==> config.mk <==
export PLATFORM = sky130hd
export DESIGN_NAME = mul_share_ctrl
export DESIGN_NICKNAME = d
export VERILOG_FILES = /design/src/rtl/mul_share_ctrl.sv
export SDC_FILE = /design/constraint.sdc
export NUM_CORES = 1
export LEC_CHECK = 0
export ABC_AREA = 0
export CAP_MARGIN = 5
export CORE_AREA = 2 2 108 110
export CTS_BUF_LIST = sky130_fd_sc_hd__clkbuf_8 sky130_fd_sc_hd__clkbuf_16
export DETAILED_ROUTE_END_ITERATION = 7
export DIE_AREA = 0 0 110 112
export GPL_TIMING_DRIVEN = 0
export HOLD_SLACK_MARGIN = 0.15
export PLACE_DENSITY = 0.79
export SLEW_MARGIN = 5
export SYNTH_ARGS = -nofsm -noshare
export SYNTH_HDL_FRONTEND = slang
export SYNTH_SLANG_ARGS = --single-unit
==> constraint.sdc <==
create_clock -name clk -period 4.55 [get_ports clk]
set_input_delay 0.91 -clock clk [delete_from_list [all_inputs] [get_ports clk]]
set_output_delay 0.91 -clock clk [all_outputs]
set_load 0.02 [all_outputs]
==> src/rtl/mul_share_ctrl.sv <==
// ---------------------------------------------------------------------------
// mul_share_ctrl
//   Round-robin controller that shares one external combinational 16x16
//   multiplier among NUM_REQ requesters. Only one job is in flight at a time.
//   For each job the controller:
//     - accepts one operand pair,
//     - registers the pair onto the multiplier inputs,
//     - holds the inputs for MUL_LAT cycles,
//     - captures result/ov and returns them to the requester that issued the job.
//
// Parameters
//   NUM_REQ : number of requesters (2..8). Requester 0 sits in the LSBs of
//             every packed port.
//   MUL_LAT : number of cycles the multiplier inputs are held stable before
//             the result is sampled (1..7). The multiplier is a multicycle path.
//
// Ports
//   clk, rst_n              : clock (rising edge) and asynchronous active-low reset
//   req_valid / req_ready   : per-requester request handshake (req_ready is one-hot)
//   req_x / req_y           : 16-bit operands per requester, packed
//   mul_x / mul_y           : registered operands driven to the shared multiplier
//   mul_result / mul_ov     : multiplier outputs (low product bits, overflow flag)
//   rsp_valid / rsp_ready   : per-requester response handshake (rsp_valid is one-hot)
//   rsp_result / rsp_ov     : captured result, held until the response is consumed
//   busy                    : high whenever a job is in flight (state != IDLE)
// ---------------------------------------------------------------------------
module mul_share_ctrl #(
  parameter int NUM_REQ = 4,
  parameter int MUL_LAT = 1
) (
  input  logic                    clk,
  input  logic                    rst_n,
  input  logic [NUM_REQ-1:0]      req_valid,
  output logic [NUM_REQ-1:0]      req_ready,
  input  logic [16*NUM_REQ-1:0]   req_x,
  input  logic [16*NUM_REQ-1:0]   req_y,
  output logic [15:0]             mul_x,
  output logic [15:0]             mul_y,
  input  logic [15:0]             mul_result,
  input  logic                    mul_ov,
  output logic [NUM_REQ-1:0]      rsp_valid,
  input  logic [NUM_REQ-1:0]      rsp_ready,
  output logic [15:0]             rsp_result,
  output logic                    rsp_ov,
  output logic                    busy
);

  localparam int IDW = $clog2(NUM_REQ);

  typedef enum logic [1:0] {
    IDLE = 2'd0,
    CALC = 2'd1,
    RESP = 2'd2
  } state_t;

  state_t         state;
  logic [IDW-1:0] rr_ptr;
  logic [IDW-1:0] gnt_id;
  logic [2:0]     lat_cnt;

  logic [IDW-1:0] gnt_idx;
  logic           gnt_found;
  logic [IDW:0]   cand;
  logic [IDW-1:0] next_ptr;

  logic [15:0] x_lane [NUM_REQ];
  logic [15:0] y_lane [NUM_REQ];

  // Unpack the per-requester operand buses.
  for (genvar gi = 0; gi < NUM_REQ; gi++) begin : g_lane
    assign x_lane[gi] = req_x[16*gi +: 16];
    assign y_lane[gi] = req_y[16*gi +: 16];
  end

  // Round-robin search: the first valid requester at or after rr_ptr wins.
  // cand is one bit wider so that rr_ptr + k can be wrapped without overflow.
  always_comb begin
    gnt_found = 1'b0;
    gnt_idx   = '0;
    cand      = '0;
    for (int k = 0; k < NUM_REQ; k++) begin
      cand = {1'b0, rr_ptr} + (IDW+1)'(k);
      if (cand >= (IDW+1)'(NUM_REQ)) begin
        cand = cand - (IDW+1)'(NUM_REQ);
      end
      if (!gnt_found && req_valid[cand[IDW-1:0]]) begin
        gnt_found = 1'b1;
        gnt_idx   = cand[IDW-1:0];
      end
    end
  end

  assign next_ptr = (gnt_idx == IDW'(NUM_REQ-1)) ? '0 : gnt_idx + 1'b1;

  // The grant is offered combinationally and only while idle. A held
  // req_valid therefore cannot be accepted twice for the same job.
  always_comb begin
    req_ready = '0;
    if (state == IDLE && gnt_found) begin
      req_ready[gnt_idx] = 1'b1;
    end
  end

  assign busy = (state != IDLE);

  always_ff @(posedge clk or negedge rst_n) begin
    if (!rst_n) begin
      state      <= IDLE;
      rr_ptr     <= '0;
      gnt_id     <= '0;
      lat_cnt    <= '0;
      mul_x      <= '0;
      mul_y      <= '0;
      rsp_result <= '0;
      rsp_ov     <= 1'b0;
      rsp_valid  <= '0;
    end else begin
      case (state)
        IDLE: begin
          // A grant always coincides with a handshake, because req_ready
          // is only raised for a lane whose req_valid is high.
          if (gnt_found) begin
            mul_x   <= x_lane[gnt_idx];
            mul_y   <= y_lane[gnt_idx];
            gnt_id  <= gnt_idx;
            rr_ptr  <= next_ptr;
            lat_cnt <= 3'(MUL_LAT);
            state   <= CALC;
          end
        end
        CALC: begin
          // mul_x/mul_y stay untouched. The result is sampled at the end of
          // the MUL_LAT-th cycle during which they have been stable.
          if (lat_cnt == 3'd1) begin
            rsp_result <= mul_result;
            rsp_ov     <= mul_ov;
            rsp_valid  <= NUM_REQ'(1) << gnt_id;
            lat_cnt    <= '0;
            state      <= RESP;
          end else begin
            lat_cnt <= lat_cnt - 3'd1;
          end
        end
        RESP: begin
          // Only the owner's rsp_ready counts. Other lanes are ignored.
          if (rsp_ready[gnt_id]) begin
            rsp_valid <= '0;
            state     <= IDLE;
          end
        end
        default: begin
          state <= IDLE;
        end
      endcase
    end
  end

endmodule
# Word level (Yosys, flattened, before mapping)
# Cells that the tools add are included.
# word_totals
regBits,62
output_inout_bits,58
wordCells,98
# classes
n_bitwise,1
shifts,1
add_sub_neg,9
reduce_logical,17
muxes,42
magnitude_cmp,12
n_eq_ne,7
# op_table
op,count
16-bit binary-select mux with 2-bit select,2
16-bit two-way mux,4
2-bit two-way mux,12
2-bit by 3-bit less-than comparator with 1-bit output (second input constant),6
3-bit >= comparator (second input constant),4
4-bit two-way mux,3
1-bit binary-select mux with 2-bit select,5
1-bit two-way mux,10
4-bit case mux with 2 select lines,1
2-bit by 1-bit subtractor with 2-bit output (second input constant),4
2-bit by 2-bit adder with 3-bit output (second input constant),2
3-bit two-way mux,2
2-bit != test (second input constant),3
2-bit case mux with 3 select lines,1
3-bit case mux with 2 select lines,1
2-bit AND reduction,3
3-bit AND reduction,2
2-bit nonzero test,3
1-bit logical AND,5
2-bit equality test (second input constant),2
1-bit by 2-bit << shifter with 4-bit output (first input constant),1
2-bit by 1-bit adder with 3-bit output (second input constant),1
3-bit by 1-bit equality test with 1-bit output (second input constant),1
2-bit by 3-bit >= comparator with 1-bit output (second input constant),1
other kinds (8),10

# Logic depth before layout (Yosys ltp)
# logic_depth
ltp_word,19
ltp_mapped,8
mapped_depth_nobuf,6

# Worst setup path before layout
# OpenSTA, ideal clock, no wires.
# synth_timing
path_type,input-to-output
from,input req_valid[2]
to,output req_ready[1]
setup_slack_ns,1.566
n_path_buf,2
arrival_time_ns,2.074
path_stages,7
required_ns,3.640
path_cell_list,nand2b_1 > a21oi_1 > a211oi_2 > buf_4 > buf_4 > nand2_1 > nor2_1
# synth_via
elab_chain_cells,17
word_cells_on_any_way,29
cone_classes,order compare: 2; mux: 19; reduce/logical: 8
# synth_rtl
element,line,rtl
"start, declared",33,"input logic [NUM_REQ-1:0] req_valid,"
1-bit binary-select mux with 2-bit select,86,if (!gnt_found && req_valid[cand[IDW-1:0]]) begin
1-bit two-way mux (not written as such),86,
1-bit two-way mux,86,
1-bit zero test,86,
1-bit logical AND,86,
1-bit two-way mux,86,
1-bit zero test,86,
1-bit logical AND,86,
1-bit two-way mux,86,
1-bit zero test,86,
1-bit logical AND,86,
2-bit two-way mux,86,
2-bit by 3-bit less-than comparator with 1-bit output (not written as such) / 2-bit by 1-bit >= comparator with 1-bit output (equally long branches),100,req_ready[gnt_idx] = 1'b1;
1-bit logical AND (not written as such),100,
1-bit two-way mux (not written as such),100,
1-bit demux with 2-bit select,100,
4-bit two-way mux (*),99,if (state == IDLE && gnt_found) begin
"end, declared",34,"output logic [NUM_REQ-1:0] req_ready,"
# Every way passes the cells marked *; elsewhere a longest branch is shown, timed or not. The select of a mux whose other input is x is not followed.

# Worst setup path in the final report
# layout_timing
from,input req_valid[3]
to,output req_ready[2]
# Same word-level chain as after synthesis.

==> results.py <==
metrics = {
    "status": {
        "status": "finished clean",
    },
    "yosys": {
        "post_synth_instance_area_um2": 3800,
        "number_of_enable_flip_flop_cells_after_synthesis": 0,
        "yosys_most_used_dff": "dfrtp_1",
        "synth_top_cell_area_share_pct": 40.8,
        "synthArstFlopShare_pct": 100,
        "postSynthCellCount": 401,
        "synth.yosys.warnings": 0,
        "synth.net_count": 559,
        "yosys-top-cells-count": "o211ai_1 (96), nand2_1 (91), dfrtp_1 (62), mux2i_1 (33), mux2_2 (32)",
        "part_of_the_yosys_area_used_for_sequential_elements_pct": 40.8,
        "synth_area_per_cell_um2": 9.48,
        "synth_top_cells_by_area": "dfrtp_1 (41%), o211ai_1 (19%), mux2_2 (9.5%), nand2_1 (9.0%), mux2i_1 (8.7%)",
        "synth.largest_area_cell": "dfrtp_1",
        "yosys.cell_count.top_type": "o211ai_1",
        "yosysUniqueCellTypes": 30,
        "postSynthRegisterBits": 62,
    },
    "cells_and_area": {
        "antennaDiodeCount": 0,
        "finish.net_count": 782,
        "multi_input_area_um2": 2050,
        "syn2layout_area_growth_pct": 69.0,
        "fill_cells": 974,
        "utilization_pct": 57.5,
        "final_layout_size_suffix_gt1_share_pct": 11.0,
        "final-seq-area_um2": 1550,
    },
    "detailed_routing": {
        "drc": 0,
        "first_pass_iteration_count_of_the_detailed_router": 4,
        "viasPerCell": 5.26,
        "wl_per_cell_um": 17.6,
        "vias": 4062,
        "ant_nets": 0,
        "finalWirelength_um": 13600,
        "drt_iter0_drc": 211,
    },
    "timing": {
        "layout_min_cycle_time_ns": 4.30,
        "setup_viol_count_final": 0,
        "rsz0062_at_grt": "false",
        "worst_slew_pin_slew_ns": 0.789,
        "drv_slew": 0,
        "relSlewSlack_pct": 47.4,
        "final_hold_viols": 0,
        "clock-skew-final_ns": 0.00422,
        "max_freq_mhz": 233,
        "fin_tns_setup_ns": 0,
        "final_min_period_over_clock_period_pct": 94.5,
    },
    "global_routing": {
        "first_pass_grt_wire_length_um": 21000,
        "first_global_vias": 4286,
        "largest_net_degree_at_the_start_of_global_routing": 63,
        "global_route_overflow": 0,
        "globalRouteTotalUtil_pct": 22.1,
        "grt_antenna_before_repair": 0,
    },
    "clock_network": {
        "clock-sinks": 62,
        "cts-root-buf": "clkbuf_16",
        "clock_latency_ns": 0.33,
        "worst_setup_hold_path_clk_slew_ns": 0.05,
        "tritoncts": "built",
        "clock_tree.buffer_depth": 2,
        "ctsResizeCount": 0,
        "cts-hold-fix-buffers": 0,
        "cts-buffers-inserted": 9,
        "cts_setup_buffers": 0,
        "cts.htree.levels": 3,
    },
    "pwr": {
        "power.leakage_uw": 0.00255,
        "vdd_ir_drop_max_v": 0.000337,
        "pwr_density_cell_nw_per_um2": 635,
    },
    "critical_path": {
        "critical_path.startpoint_type": "primary input",
        "cp.arrival_ns": 3.39,
        "crit_path_max_fanout": 10,
        "critical_path.endpoint_type": "primary output",
        "classification_of_the_worst_setup_path": "in2out",
        "cp_data_required_time_ns": 3.64,
    },
    "place": {
        "dp.final_hpwl_um": 10600,
        "io_buffer_count": 212,
        "place_congestion": 0.860,
    },
    "floorplanning": {
        "die_w_um": 110,
        "io-pin-count": 213,
        "die_h_um": 112,
        "fp.coreArea_um2": 11200,
        "row_count": 39,
        "initial_core_util_pct": 34.0,
        "die-area_um2": 12300,
    },
    "hold_path": {
        "worst_hold_path_type": "reg2reg",
    },
    "run": {
        "maxCapViolations": 0,
    },
}
==> registers in the layout, indices dropped and copies added (netlist names) <==
register and count:
gnt_id 2, lat_cnt 3, mul_x 16, mul_y 16
rr_ptr 2, rsp_ov 1, rsp_result 16, rsp_valid 4
state 2
==> cells in the final DEF (no fill, tap or decap), types with 2 or more instances in the layout <==
master             n
a32o_1             4
buf_2             13
buf_4              4
bufinv_16          2
clkbuf_1          24
clkbuf_16          9
clkdlybuf4s50_1  211
clkinv_4           3
dfrtp_1           62
ha_1               3
inv_1              5
mux2_2            32
mux2i_1           33
nand2_1           91
nand2b_1           4
nor2_1             7
nor2b_1            2
nor3_1             2
o211ai_1          96
o21ai_0            6
==> report_power, final <==
group | internal, µW | total (µW) | switching [µW]
clock | 481 | 737 | 256
sequential | 832 | 1010 | 173
combinational | 1060 | 2340 | 1280
total | 2380 | 4080 | 1710
==> metrics by stage <==
stage               area (µm²)  setup slack (ns)  std cells  total power, µW  hold slack [ns]
CTS                       6420             0.228        772             4110            0.478
global placement          6100             0.301        756             3260            0.456
floorplan                 3800              1.57        401             2360            0.469
detailed placement        6100             0.254        756             3360            0.464
finish                    6420             0.252        772             4080            0.478
global route              6420            0.0302        772             4370            0.490
==> final timing paths <==
kind	startpoint	end	slack (ns)	depth (start not counted)
max in group asynchronous	rst_n	mul_x[3]$_DFFE_PN0P_	3.37	1
min	rsp_result[5]$_DFFE_PN0P_	rsp_result[5]$_DFFE_PN0P_	0.48	2
min in group asynchronous	rst_n	rsp_result[10]$_DFFE_PN0P_	0.67	1
max reg2reg	state[1]$_DFFE_PN0P_	mul_x[8]$_DFFE_PN0P_	2.38	6
min reg2reg	rsp_result[5]$_DFFE_PN0P_	rsp_result[5]$_DFFE_PN0P_	0.48	2
max	req_valid[3]	req_ready[2]	0.25	8
==> routing by layer <==
metal  track usage, %  part of all wire [%]
met1             25.6                    40
met2             38.4                    50
met3             5.85                   7.6
met4             8.78                   2.5
met5                0                     0
==> final cells by class <==
class | instances | area share, %
Multi-Input combinational cell | 294 | 32.0
Timing Repair Buffer | 212 | 33.0
Tap cell | 143 | 2.78
Buffer | 40 | 2.77
Clock inverter | 7 | 1.54
Clock buffer | 9 | 3.51
Inverter | 5 | 0.292
Sequential cell | 62 | 24.1
==> worst max-delay path, cell delays in order <==
cell and delay (ns):
clkdlybuf4s50_1 0.47, nand2b_1 0.17, a211oi_1 0.30, nor2_1 0.16
nand2_1 0.27, clkbuf_1 0.47, nor2_1 0.07, clkdlybuf4s50_1 0.56
==> cells by family after synthesis <==
family,Yosys count,share of synthesized area [%]
compound gates,115,22.7
mux,66,18.8
flops,62,40.8
simple gates,110,11.6
buf+inv,45,5.17
fa+ha+maj,3,0.987
Power figures use the tool's default switching activity.
==> RTL edit 1 (config.mk and constraints unchanged) <==
Re-encode `state_t` (3 states) as one-hot, 3 bits wide.
--- a/src/rtl/mul_share_ctrl.sv
+++ b/src/rtl/mul_share_ctrl.sv
@@ -49,6 +49,6 @@
 
-  typedef enum logic [1:0] {
-    IDLE = 2'd0,
-    CALC = 2'd1,
-    RESP = 2'd2
+  typedef enum logic [2:0] {
+    IDLE = 3'b001,
+    CALC = 3'b010,
+    RESP = 3'b100
   } state_t;
Function: same outputs for any inputs over 10 cycles, from zero or initial values and one cycle with rst_n low; not proved beyond that.
==> RTL edit 1 against the original RTL <==
Setup slack got worse by 92 ps; sequential cell count increased by 1; largest cell class unchanged; final area increased by 0.90%; utilization increased by 0.51 points; wire length decreased by 0.89%; power decreased by 2.0%; synthesized area increased by 1.7%; die area unchanged.
==> RTL edit 1: results <==
[placed_design]
placed_cells = 777
gp_congestion = 0.780
pre_cts_ws_ps = -191
dp.final_hpwl_um = 10100
place_area_um2 = 6160

[timing]
whs_ps = 472
worst_slew_pin_slew_ps = 803
clock_skew_ps = 9.18
fmax_mhz = 228

[setup_path]
reg2reg_depth = 8
timing.rr.end = "mul_y[2]"
crit_end = "req_ready[3]"
r2r-start = "rr_ptr[1]"
crit_start = "req_valid[2]"
r2r_slack_ps = 2250
cp_max_fo = 18
cp.arrival_ps = 3480

[global_routing]
grt_pass1_wl_um = 21100
grt_max_degree = 64
grtUsageTotal = 0.221
grt_pass1_vias = 4354

[clock_network]
htree_levels = 3
cts_buffers = 9
clk_latency_ps = 340
clk_path_buf_depth = 2

[run_status]
status = "completed"

[finish]
num_antenna_cells = 0
stdcell_count = 792
final_nets = 802
drive_gt1_frac = 0.0616

[logic_synthesis]
synth.area.top_cells = "dfrtp_1, nand2_1, mux2i_1"
synth_nets = 580
synthTopCellsByCount = "nand2_1, dfrtp_1, mux2i_1, nand4_1, o31ai_1"
synth_cells = 422
synth_flop_cell = "dfrtp_1"
synthDistinctLibCells = 41
seq_area_frac_synth = 0.408

[worst_hold_path]
min_from = "rsp_result[8]"
hold_path_end = "rsp_result[8]"
hold_depth = 2

[power]
vdd_drop_max_uv = 279
leakage_nw = 2.72

[detailed_routing]
num_vias = 4227
wl_um = 13400
drtIter0Drc = 200
[RTL edit 1: cell count changes in the layout (fill, tap and decap cells not counted), moves of 4 or more]
cell      delta
o31ai_1     +32
nand4_1     +32
clkbuf_1     +6
mux2_2      -32
a32o_1       -4
nor2_1       +4
buf_2       -11
a21oi_1      +6
buf_6        +4
a21bo_2      +4
a21bo_1     +28
o211ai_1    -66
[RTL edit 1: power by group]
group	internal (mW)	switching [mW]
Clock	0.442	0.271
Sequential	0.840	0.170
Combinational	1.06	1.22
Total	2.34	1.66
[RTL edit 1: what timing repair did]
action                     in CTS  in global routing
hold endpoints to repair        0                  0
setup buffers                   0                  0
pin swaps                       0                  0
setup endpoints to repair       2                  1
gates resized for setup         5                  0
[RTL edit 1: cell type report]
| type | count | area, µm² |
|---|---|---|
| Clock inverter | 6 | 68.8 |
| Inverter | 8 | 30.0 |
| Clock buffer | 10 | 239 |
| Fill cell | 992 | 4690 |
| Buffer | 37 | 175 |
| Tap cell | 143 | 179 |
| Multi-Input combinational cell | 313 | 2090 |
| Timing Repair Buffer | 212 | 2120 |
| Sequential cell | 63 | 1580 |
[RTL edit 1: cell families after synthesis]
logic type / share of synthesized area
DFF: 0.408
muxes: 0.0887
and+or+nand+nor: 0.194
adders and majority gates: 0.00971
AOI/OAI and AO/OA: 0.246
buffers and inverters: 0.0537
[RTL edit 1: per-layer routing]
layer	GRT usage	vias up	share of wire
met4	0.0962	0	0.028
met5	0	-	0
met2	0.364	180	0.48
li1	-	2002	-
met3	0.0427	27	0.068
met1	0.280	2018	0.42
[RTL edit 1: critical path, stage by stage]
cell	delay [ps]
clkdlybuf4s50_1	550
nand2_1	90
or2_2	280
clkbuf_1	180
nand3_1	100
buf_4	310
inv_1	160
ha_1	220
and2_1	150
clkdlybuf4s50_1	540
==> RTL edit 2 (same flow settings) <==
Made on the original files. Set the parameter `NUM_REQ` to 2 (it was 4).
--- a/src/rtl/mul_share_ctrl.sv
+++ b/src/rtl/mul_share_ctrl.sv
@@ -27,3 +27,3 @@
 module mul_share_ctrl #(
-  parameter int NUM_REQ = 4,
+  parameter int NUM_REQ = 2,
   parameter int MUL_LAT = 1
Ports: changed (6 resized); port bits go from 213 to 141. No check against the original RTL was run, so the function may have changed too.
==> RTL edit 2 against the original RTL <==
Synthesized area is 31% lower; clock power is 19% lower; wire length is 43% lower; worst hold slack better by 1.8 ps; synthesized cell count is 51% lower; critical path depth is 2 lower; via count is 44% lower; final area is 30% lower; sequential cell count is 4 lower; clock skew is 1.8 ps higher; power is 23% lower; setup slack better by 830 ps; register-to-register slack better by 380 ps; largest cell class unchanged.
==> RTL edit 2: results <==
[clock_network]
clk_pin_slew_worst_paths_ps = 50
clk_path_buf_depth = 2
cts_resized = 0
clk_latency_ps = 320
cts_buffers = 9
htree_levels = 3
clock-root-buffer = "clkbuf_16"
post_cts_buffers = 0

[finish]
final_nets = 437
num_antenna_cells = 0
n_fill_cell = 1082
drive_gt1_frac = 0.128
reg_top3 = "mul_x (16), mul_y (16), rsp_result (16)"

[worst_hold_path]
hold_path.class = "register to register"
hold_depth = 1

[logic_synthesis]
seq_area_frac_synth = 0.556
synthTopCellsByCount = "dfrtp_1, o21a_1, a221o_1, mux2_1"
synth_nets = 285
synthDistinctLibCells = 32
yosysWarnings = 0
synth.area.top_cells = "dfrtp_1, a221o_1, o21a_1"
synthArstFlopShare = 1.00
synth_flop_cell = "dfrtp_1"

[power]
leakage_nw = 1.86
p_int_mw = 2.01
vdd_drop_max_uv = 304

[global_routing]
grtUsageTotal = 0.131
grt_pass1_vias = 2418
antenna_found_initial = 0
grt_max_degree = 38
grt_pass1_wl_um = 12200

[detailed_routing]
drt_pass1_iterations = 4
drtIter0Drc = 98
wl_um = 7750
avgViaCountPerCell = 4.63

[timing]
worst_slew_pin_slew_ps = 516
clock_skew_ps = 5.98

[run_status]
status = "completed"

[placed_design]
place_area_um2 = 4210
gp_congestion = 0.741
dp.final_hpwl_um = 5950
portBuffers = 140

[setup_path]
cp.arrival_ps = 2550
reg2reg_depth = 6
r2r_slack_ps = 2760
cp_max_fo = 10
[RTL edit 2: changes by cell type after synthesis, moves of 28 or more]
cell / before / now
o21a_1: 1 / 32
a221o_1: 0 / 28
mux2_2: 32 / 3
nand2_1: 91 / 0
o211ai_1: 96 / 0
mux2i_1: 33 / 1
[RTL edit 2: cell type report]
class	count	share of cell area
Clock inverter	4	0.00448
Clock buffer	10	0.0535
Timing Repair Buffer	141	0.317
Multi-Input combinational cell	116	0.224
Inverter	5	0.00420
Sequential cell	58	0.325
Buffer	17	0.0311
Tap cell	143	0.0401
[RTL edit 2: final timing paths]
path                               start            end
setup / recovery            req_valid[0]   req_ready[1]
hold / removal             rsp_result[6]  rsp_result[6]
setup reg to reg              lat_cnt[1]  rsp_result[9]
hold reg to reg            rsp_result[6]  rsp_result[6]
max in group asynchronous          rst_n       mul_x[2]
min in group asynchronous          rst_n  rsp_result[1]
[RTL edit 2: critical path: stages]
cell	delay [ps]
clkdlybuf4s50_1	460
nand2b_1	90
and3_1	150
buf_4	170
buf_6	160
clkdlybuf4s50_1	600
[RTL edit 2: cell families after synthesis]
family	after synthesis	synth area share
compound gates	80	0.254
flops	58	0.556
mux	18	0.0771
fa+ha+maj	2	0.00958
simple gates	16	0.0431
buf+inv	22	0.0604
[RTL edit 2: through the flow]
stage                     hold WS [ps]  instances  setup WS (ps)  power [mW]  utilization
after global placement             470        479            686        2.53        0.375
final                              480        494           1090        3.14        0.400
after detailed placement           474        480           1080        2.57        0.376
after floorplan                    507        196           2250        1.84            -
after global routing               507        494           1040        3.33        0.400
after CTS                          485        494           1080        3.19        0.400
[RTL edit 2: routing by layer]
| layer | GRT usage | vias to the layer above | routed length, µm |
|---|---|---|---|
| li1 | - | 1055 | - |
| met1 | 0.148 | 1121 | 3200 |
| met2 | 0.220 | 103 | 3860 |
| met3 | 0.0498 | 8 | 611 |
| met4 | 0.0481 | 0 | 91 |
| met5 | 0 | - | 0 |
[RTL edit 2: power by group through the flow]
stage | logic (mW) | registers, mW | clock network [mW]
2_1_floorplan | 0.653 | 1.18 | 0
3_3_place_gp | 1.61 | 0.915 | 0
3_5_place_dp | 1.64 | 0.930 | 0
4_1_cts | 1.65 | 0.924 | 0.618
5_1_grt | 1.74 | 0.955 | 0.638
6_report | 1.62 | 0.921 | 0.599
